### config.mk
export PLATFORM = sky130hd
export DESIGN_NAME = parallel_to_serial
export DESIGN_NICKNAME = d
export VERILOG_FILES = /design/src/rtl/rsa_io_pkg.sv /design/src/rtl/word_byte_shifter.sv /design/src/rtl/parallel_to_serial.sv
export SDC_FILE = /design/constraint.sdc
export NUM_CORES = 1
export LEC_CHECK = 0
export ABC_AREA = 1
export CORE_ASPECT_RATIO = 1.5
export CORE_MARGIN = 5
export CORE_UTILIZATION = 25
export CTS_CLUSTER_DIAMETER = 60
export CTS_CLUSTER_SIZE = 30
export DETAILED_ROUTE_END_ITERATION = 16
export RECOVER_POWER = 50
export SYNTH_ARGS = -nofsm -noshare
export SYNTH_HDL_FRONTEND = slang
export SYNTH_HIERARCHICAL = 1
export SYNTH_SLANG_ARGS = --single-unit
### constraint.sdc
create_clock -name clk -period 1.4 [get_ports clk]
set_input_delay 0.28 -clock clk [delete_from_list [all_inputs] [get_ports clk]]
set_output_delay 0.28 -clock clk [all_outputs]
set_load 0.02 [all_outputs]
### src/rtl/rsa_io_pkg.sv
// Shared definitions for the RSA host link I/O blocks (parallel_to_serial, serial_to_parallel).
package rsa_io_pkg;

    // FSM state encoding, common to both directions of the link
    localparam int unsigned STATE_W = 3;
    localparam logic [STATE_W-1:0] ST_IDLE    = 3'd0;
    localparam logic [STATE_W-1:0] ST_RD_REQ  = 3'd1;
    localparam logic [STATE_W-1:0] ST_RD_WAIT = 3'd2;
    localparam logic [STATE_W-1:0] ST_SEND    = 3'd3;
    localparam logic [STATE_W-1:0] ST_CSUM    = 3'd4;
    localparam logic [STATE_W-1:0] ST_FIN     = 3'd5;

    // Bytes in one standard 32-bit RAM word
    localparam int unsigned BYTES_PER_WORD = 4;

    // Ceiling log2; clog2(1) == 0
    function automatic int unsigned clog2(input int unsigned n);
        int unsigned r;
        r = 0;
        for (int i = 0; i < 32; i++) begin
            if ((64'd1 << i) < 64'(n)) begin
                r = i + 1;
            end
        end
        return r;
    endfunction

endpackage

### src/rtl/word_byte_shifter.sv
// Holds one RAM word and presents it MSB byte first; tracks which byte is on the bus.
module word_byte_shifter
    import rsa_io_pkg::*;
#(
    parameter int unsigned DBITS = 8 * BYTES_PER_WORD
) (
    input  logic             clk,
    input  logic             rst,
    input  logic             load,
    input  logic [DBITS-1:0] din,
    input  logic             shift,
    output logic [7:0]       cur_byte,
    output logic             last_c
);

    localparam int unsigned BPW   = DBITS / 8;
    localparam int unsigned CNT_W = clog2(BPW) + 1;

    logic [DBITS-1:0] shreg;
    logic [CNT_W-1:0] byte_cnt;

    // Load has priority so a new word can replace the one whose last byte just left
    always_ff @(posedge clk or posedge rst) begin
        if (rst) begin
            shreg    <= '0;
            byte_cnt <= '0;
        end else if (load) begin
            shreg    <= din;
            byte_cnt <= '0;
        end else if (shift) begin
            shreg    <= shreg << 8;
            byte_cnt <= byte_cnt + CNT_W'(1);
        end
    end

    assign cur_byte = shreg[DBITS-1 -: 8];
    assign last_c   = (byte_cnt == CNT_W'(BPW - 1));

endmodule

### src/rtl/parallel_to_serial.sv
// Return path of the RSA host link: reads WORDS result words from RAM and streams them
// MSB byte first on a valid/ready byte interface towards uart_tx.
// Optional feature: define PTS_CHECKSUM_EN to append an XOR checksum byte to each frame.
module parallel_to_serial
    import rsa_io_pkg::*;
#(
    parameter int unsigned DBITS    = 8 * BYTES_PER_WORD,
    parameter int unsigned ABITS    = 8,
    parameter int unsigned WORDS    = 4,
    parameter int unsigned RES_ADDR = 4
) (
    input  logic             clk,
    input  logic             rst,
    input  logic             start,
    output logic [ABITS-1:0] rd_addr,
    output logic             rd_en,
    input  logic [DBITS-1:0] rd_data,
    output logic [7:0]       tx_byte,
    output logic             tx_valid,
    input  logic             tx_ready,
    output logic             busy,
    output logic             done
);

    localparam int unsigned WCW = clog2(WORDS) + 1;

    logic [STATE_W-1:0] state, state_nx;
    logic [WCW-1:0]     word_cnt, word_cnt_nx;
    logic [ABITS-1:0]   rd_addr_nx;
    logic               rd_en_nx;
    logic               tx_valid_nx;
    logic               busy_nx;
    logic               done_nx;
    logic               xfer_c;
    logic               load_c;
    logic               shift_c;
    logic               last_c;
    logic [DBITS-1:0]   load_data_c;
`ifdef PTS_CHECKSUM_EN
    logic [7:0]         csum, csum_nx;
`endif

    assign xfer_c = tx_valid & tx_ready;

    // Byte staging for the word in flight; also carries the checksum byte when enabled
    word_byte_shifter #(
        .DBITS (DBITS)
    ) u_shifter (
        .clk      (clk),
        .rst      (rst),
        .load     (load_c),
        .din      (load_data_c),
        .shift    (shift_c),
        .cur_byte (tx_byte),
        .last_c   (last_c)
    );

    // Next-state and next-output logic
    always_comb begin
        state_nx    = state;
        word_cnt_nx = word_cnt;
        rd_addr_nx  = rd_addr;
        rd_en_nx    = 1'b0;
        tx_valid_nx = tx_valid;
        busy_nx     = busy;
        done_nx     = 1'b0;
        load_c      = 1'b0;
        shift_c     = 1'b0;
        load_data_c = rd_data;
`ifdef PTS_CHECKSUM_EN
        csum_nx     = csum;
`endif
        case (state)
            ST_IDLE: begin
                if (start) begin
                    busy_nx     = 1'b1;
                    word_cnt_nx = '0;
                    rd_addr_nx  = ABITS'(RES_ADDR);
                    rd_en_nx    = 1'b1;
`ifdef PTS_CHECKSUM_EN
                    csum_nx     = '0;
`endif
                    state_nx    = ST_RD_REQ;
                end
            end
            ST_RD_REQ: begin
                state_nx = ST_RD_WAIT;
            end
            ST_RD_WAIT: begin
                load_c      = 1'b1;
                tx_valid_nx = 1'b1;
                state_nx    = ST_SEND;
            end
            ST_SEND: begin
                if (xfer_c) begin
                    shift_c = 1'b1;
`ifdef PTS_CHECKSUM_EN
                    csum_nx = csum ^ tx_byte;
`endif
                    if (last_c) begin
                        tx_valid_nx = 1'b0;
                        if (word_cnt == WCW'(WORDS - 1)) begin
`ifdef PTS_CHECKSUM_EN
                            load_c      = 1'b1;
                            load_data_c = DBITS'(csum_nx) << (DBITS - 8);
                            tx_valid_nx = 1'b1;
                            state_nx    = ST_CSUM;
`else
                            done_nx  = 1'b1;
                            state_nx = ST_FIN;
`endif
                        end else begin
                            word_cnt_nx = word_cnt + WCW'(1);
                            rd_addr_nx  = rd_addr + ABITS'(1);
                            rd_en_nx    = 1'b1;
                            state_nx    = ST_RD_REQ;
                        end
                    end
                end
            end
            ST_CSUM: begin
`ifdef PTS_CHECKSUM_EN
                if (xfer_c) begin
                    tx_valid_nx = 1'b0;
                    done_nx     = 1'b1;
                    state_nx    = ST_FIN;
                end
`else
                // Unreachable without the checksum; recover to idle
                tx_valid_nx = 1'b0;
                busy_nx     = 1'b0;
                state_nx    = ST_IDLE;
`endif
            end
            ST_FIN: begin
                busy_nx  = 1'b0;
                state_nx = ST_IDLE;
            end
            default: begin
                tx_valid_nx = 1'b0;
                busy_nx     = 1'b0;
                state_nx    = ST_IDLE;
            end
        endcase
    end

    // State and registered outputs
    always_ff @(posedge clk or posedge rst) begin
        if (rst) begin
            state    <= ST_IDLE;
            word_cnt <= '0;
            rd_addr  <= '0;
            rd_en    <= 1'b0;
            tx_valid <= 1'b0;
            busy     <= 1'b0;
            done     <= 1'b0;
        end else begin
            state    <= state_nx;
            word_cnt <= word_cnt_nx;
            rd_addr  <= rd_addr_nx;
            rd_en    <= rd_en_nx;
            tx_valid <= tx_valid_nx;
            busy     <= busy_nx;
            done     <= done_nx;
        end
    end

`ifdef PTS_CHECKSUM_EN
    // Running XOR of the data bytes of the current frame
    always_ff @(posedge clk or posedge rst) begin
        if (rst) begin
            csum <= '0;
        end else begin
            csum <= csum_nx;
        end
    end
`endif

endmodule

==> summary.txt <==
Yosys
  – Ranking of synthesized cells by area: sky130_fd_sc_hd__dfrtp_1 51%, sky130_fd_sc_hd__nand2_1 14%, sky130_fd_sc_hd__nand3_1 13%
  – Part of the Yosys area used for sequential elements: 51.2%
  – Count of cell types in the netlist: 29
  – Syn. warnings: 6
  – Post-Syn Instances: 300
  – Top-area cell type share of the netlist area: roughly half
  – Yosys reg bits: 53
  – Post-synthesis cell type with the largest combined area: sky130_fd_sc_hd__dfrtp_1
  – Synthesized area per cell: ~8.6 sq um
  – Syn nets: 341
  – Post-synthesis cell area: 2590 sq um

Drt
  – DR pass1 iterations: 4
  – Via/cell ratio: 4.60
  – Final routed wirelength across all metal layers: about 7200 um
  – Remaining number of nets flagged by the antenna check after routing: 0
  – Count of vias placed by the detailed router: between 2000 and 2500
  – Iter 0 DRT Violations: ~150
  – Drc violations: 0
  – Detailed-route wire length per cell: approximately 14 um

Clock network
  – Clock Root Buffer: sky130_fd_sc_hd__clkbuf_16
  – Clock Sink Count: 53
  – Clk slew on worst S/H paths: 0.08 ns
  – CTS max path bufs: 2
  – Clock tree from TritonCTS: yes
  – Number of buffers created by CTS: 5
  – Hold_buf cts: 0
  – Deepest level of the CTS H-tree: 2
  – Clock Latency Late Sink: 0.30 ns

Layout
  – Area growth from synthesis to layout: 54.0%
  – Number of non-filler instances in the completed layout: 512
  – Diodes inserted: 0
  – Net count, final: 435
  – Fraction of layout instances using a drive strength above 1: between 20 and 30%

Die
  – Number of core rows: 45
  – Total die area: around 13000 sq um
  – Floorplan core area: 10100 sq um
  – Vertical die dimension: 135 um
  – Starting utilization of the core area: about a quarter
  – Count of pins on the block boundary: 56
  – Die width: 93.1 um

Pwr
  – Leakage Power: between 1.5 and 2 nW
  – Power density of the placed cells: roughly 1800 nW/um^2
  – Total power draw: between 0.007 and 0.008 W
  – Worst supply voltage drop on vdd: 0.697 mV

Global routing
  – Total Routing Usage GR: between 10% and 20%
  – Pin count of the biggest net entering global routing: 36
  – Global route overflow: 0
  – Number of global-route vias before repair: between 2000 and 2500
  – Wire length of the first global-routing pass: around 12000 um
  – Number of antenna violations at the first check in global routing: 0

Placed design
  – Detailed placement HPWL: between 4000 and 5000 um
  – Port Buffers: 55
  – Placed Cells incl. Taps: 482
  – Routability congestion estimate from global placement: 0.801

Timing
  – Setup Skew: around 0.0063 ns
  – Unrepaired setup endpoints after global routing: true
  – Number of pins with negative max-slew slack in the final report: 0
  – Worst hold margin: 0.478 ns
  – Slew at the pin closest to its max-slew limit: 0.870 ns
  – Final worst-path setup slack: -0.0938 ns
  – Peak clock frequency supported by timing: between 600 and 700 MHz
  – Final clock period utilization by the worst path: 107%
  – Worst relative slew slack: roughly 42%
  – Final Hold Viols: 0
  – Final period demand of the worst path: between 1 and 1.5 ns
  – Final-report setup violation count: 26

Critical path
  – Startpoint Class: register
  – Critical path endpoint category: register
  – Worst-path fanout max: 6
  – Crit Path Category: register to register
  – Arr. time, crit path: between 1.5 and 2 ns
  – Worst reg2reg path depth: 9
  – Required time of the worst setup path: 1.59 ns
  – R2R Setup Slk: -0.09 ns

Job
  – MaxCap Viol Count: 0

Worst hold path
  – Min-Delay Path Depth: 2
  – Min-Delay Path Class: register to register

Status
  – Outcome: finished, violations left
  – Failing checks: negative setup slack
[repair_timing]
| item | CTS | global route |
|---|---|---|
| gates cloned | 6 | 3 |
| gates resized for setup | 52 | 31 |
| setup endpoints to repair | 67 | 49 |
| pin swaps | 16 | 25 |
| setup buffers | 13 | 1 |
[path summary, 6_finish.rpt]
path / startpoint / end
max in group asynchronous: rst / u_shifter/shreg[23]
worst min register to register: u_shifter/shreg[10] / u_shifter/shreg[10]
min in group asynchronous: rst / rd_addr[6]
worst min-delay path: u_shifter/shreg[10] / u_shifter/shreg[10]
worst max-delay path: word_cnt[1] / rd_addr[2]
worst max register to register: word_cnt[1] / rd_addr[2]
[critical path, stage by stage (launching register included)]
cell and delay (ns):
sky130_fd_sc_hd__dfrtp_1 0.38, sky130_fd_sc_hd__ha_2 0.20, sky130_fd_sc_hd__ha_4 0.16, sky130_fd_sc_hd__inv_4 0.06, sky130_fd_sc_hd__nand2_4 0.04, sky130_fd_sc_hd__nor2_4 0.17
sky130_fd_sc_hd__nand2_8 0.12, sky130_fd_sc_hd__buf_12 0.15, sky130_fd_sc_hd__nand3_2 0.04, sky130_fd_sc_hd__nand2_1 0.05
[layout by cell type, fill, tap and decap left out, types with 3 or more instances in the layout]
master / n
sky130_fd_sc_hd__nand3_1: 50
sky130_fd_sc_hd__buf_12: 4
sky130_fd_sc_hd__dfrtp_1: 53
sky130_fd_sc_hd__clkbuf_16: 6
sky130_fd_sc_hd__inv_1: 10
sky130_fd_sc_hd__dlygate4sd2_1: 20
sky130_fd_sc_hd__o21ai_1: 5
sky130_fd_sc_hd__buf_6: 7
sky130_fd_sc_hd__nand2_4: 3
sky130_fd_sc_hd__buf_4: 33
sky130_fd_sc_hd__nor2_2: 3
sky130_fd_sc_hd__nor2_1: 4
sky130_fd_sc_hd__nand2_2: 16
sky130_fd_sc_hd__nand3_2: 15
sky130_fd_sc_hd__nand4_1: 4
sky130_fd_sc_hd__clkdlybuf4s50_1: 34
sky130_fd_sc_hd__nand2_1: 84
sky130_fd_sc_hd__nor2_4: 6
[cells in the mapped netlist]
cell type / number
sky130_fd_sc_hd__nand3_2: 1
sky130_fd_sc_hd__xor2_1: 2
sky130_fd_sc_hd__nor2_4: 1
sky130_fd_sc_hd__o21ai_1: 4
sky130_fd_sc_hd__inv_2: 2
sky130_fd_sc_hd__dfrtp_1: 53
sky130_fd_sc_hd__nand3_1: 65
sky130_fd_sc_hd__a21oi_1: 2
sky130_fd_sc_hd__nand4_1: 4
sky130_fd_sc_hd__nor3_1: 2
sky130_fd_sc_hd__o21bai_1: 2
sky130_fd_sc_hd__buf_4: 9
sky130_fd_sc_hd__o21ai_0: 3
sky130_fd_sc_hd__nor2_1: 7
sky130_fd_sc_hd__o21ai_2: 1
sky130_fd_sc_hd__xnor2_1: 1
sky130_fd_sc_hd__nand3b_1: 1
sky130_fd_sc_hd__nand3_4: 1
sky130_fd_sc_hd__buf_2: 6
sky130_fd_sc_hd__nand2_4: 1
sky130_fd_sc_hd__nor2_2: 1
sky130_fd_sc_hd__a31oi_1: 1
sky130_fd_sc_hd__nand2_2: 2
sky130_fd_sc_hd__inv_1: 14
sky130_fd_sc_hd__nand2_1: 100
sky130_fd_sc_hd__nor2_8: 1
sky130_fd_sc_hd__ha_1: 5
sky130_fd_sc_hd__and2_1: 1
sky130_fd_sc_hd__buf_6: 7
[sequential cells by signal (all words and copies together), names as in the netlist]
name,count
u_shifter/shreg,32
busy,1
done,1
word_cnt,3
rd_addr,8
rd_en,1
state,3
tx_valid,1
u_shifter/byte_cnt,3
[layer usage]
layer / routed length [um] / track usage [%]
met4: 155 / 4.73
met5: 0 / 0
met1: 2920 / 13.8
met2: 3820 / 20.1
met3: 323 / 2.68
[power breakdown]
group | switching [W] | total [W] | internal, W
clock network | 0.000612 | 0.00129 | 0.000677
registers | 0.000343 | 0.00246 | 0.00211
logic | 0.00193 | 0.00352 | 0.00159
total | 0.00288 | 0.00726 | 0.00438
[through the flow]
step | utilization [%] | area, sq um | setup WS [ns] | TNS (ns)
after global routing | 39.4 | 3990 | -0.165 | -6.96
after detailed placement | 34.0 | 3450 | -0.289 | -12.04
after CTS | 38.3 | 3880 | -0.0901 | -0.668
after global placement | 34.0 | 3450 | -0.261 | -10.96
after floorplan | - | 2650 | -0.00593 | -0.00593
final | 39.4 | 3990 | -0.0938 | -0.942
[final cells by class]
| type | instances | area [sq um] |
|---|---|---|
| well taps | 117 | 146 |
| inverters | 16 | 73.8 |
| fillers | 1015 | 6140 |
| clock buffers | 5 | 125 |
| repair buffers | 103 | 995 |
| multi-input cells | 215 | 1300 |
| flip-flops and latches | 53 | 1330 |
| clock inverters | 3 | 25.0 |
[logic make-up after synthesis]
kind of cell | count (synthesis) | share of synthesized area, %
buffers and inverters | 38 | 9.13
XOR/XNOR | 3 | 1.01
AND/OR/NAND/NOR | 188 | 33.4
flip-flops | 53 | 51.2
AO/OA/AOI/OAI | 13 | 2.90
adder cells (fa/ha/maj) | 5 | 2.41
Power figures use the tool's default switching activity.
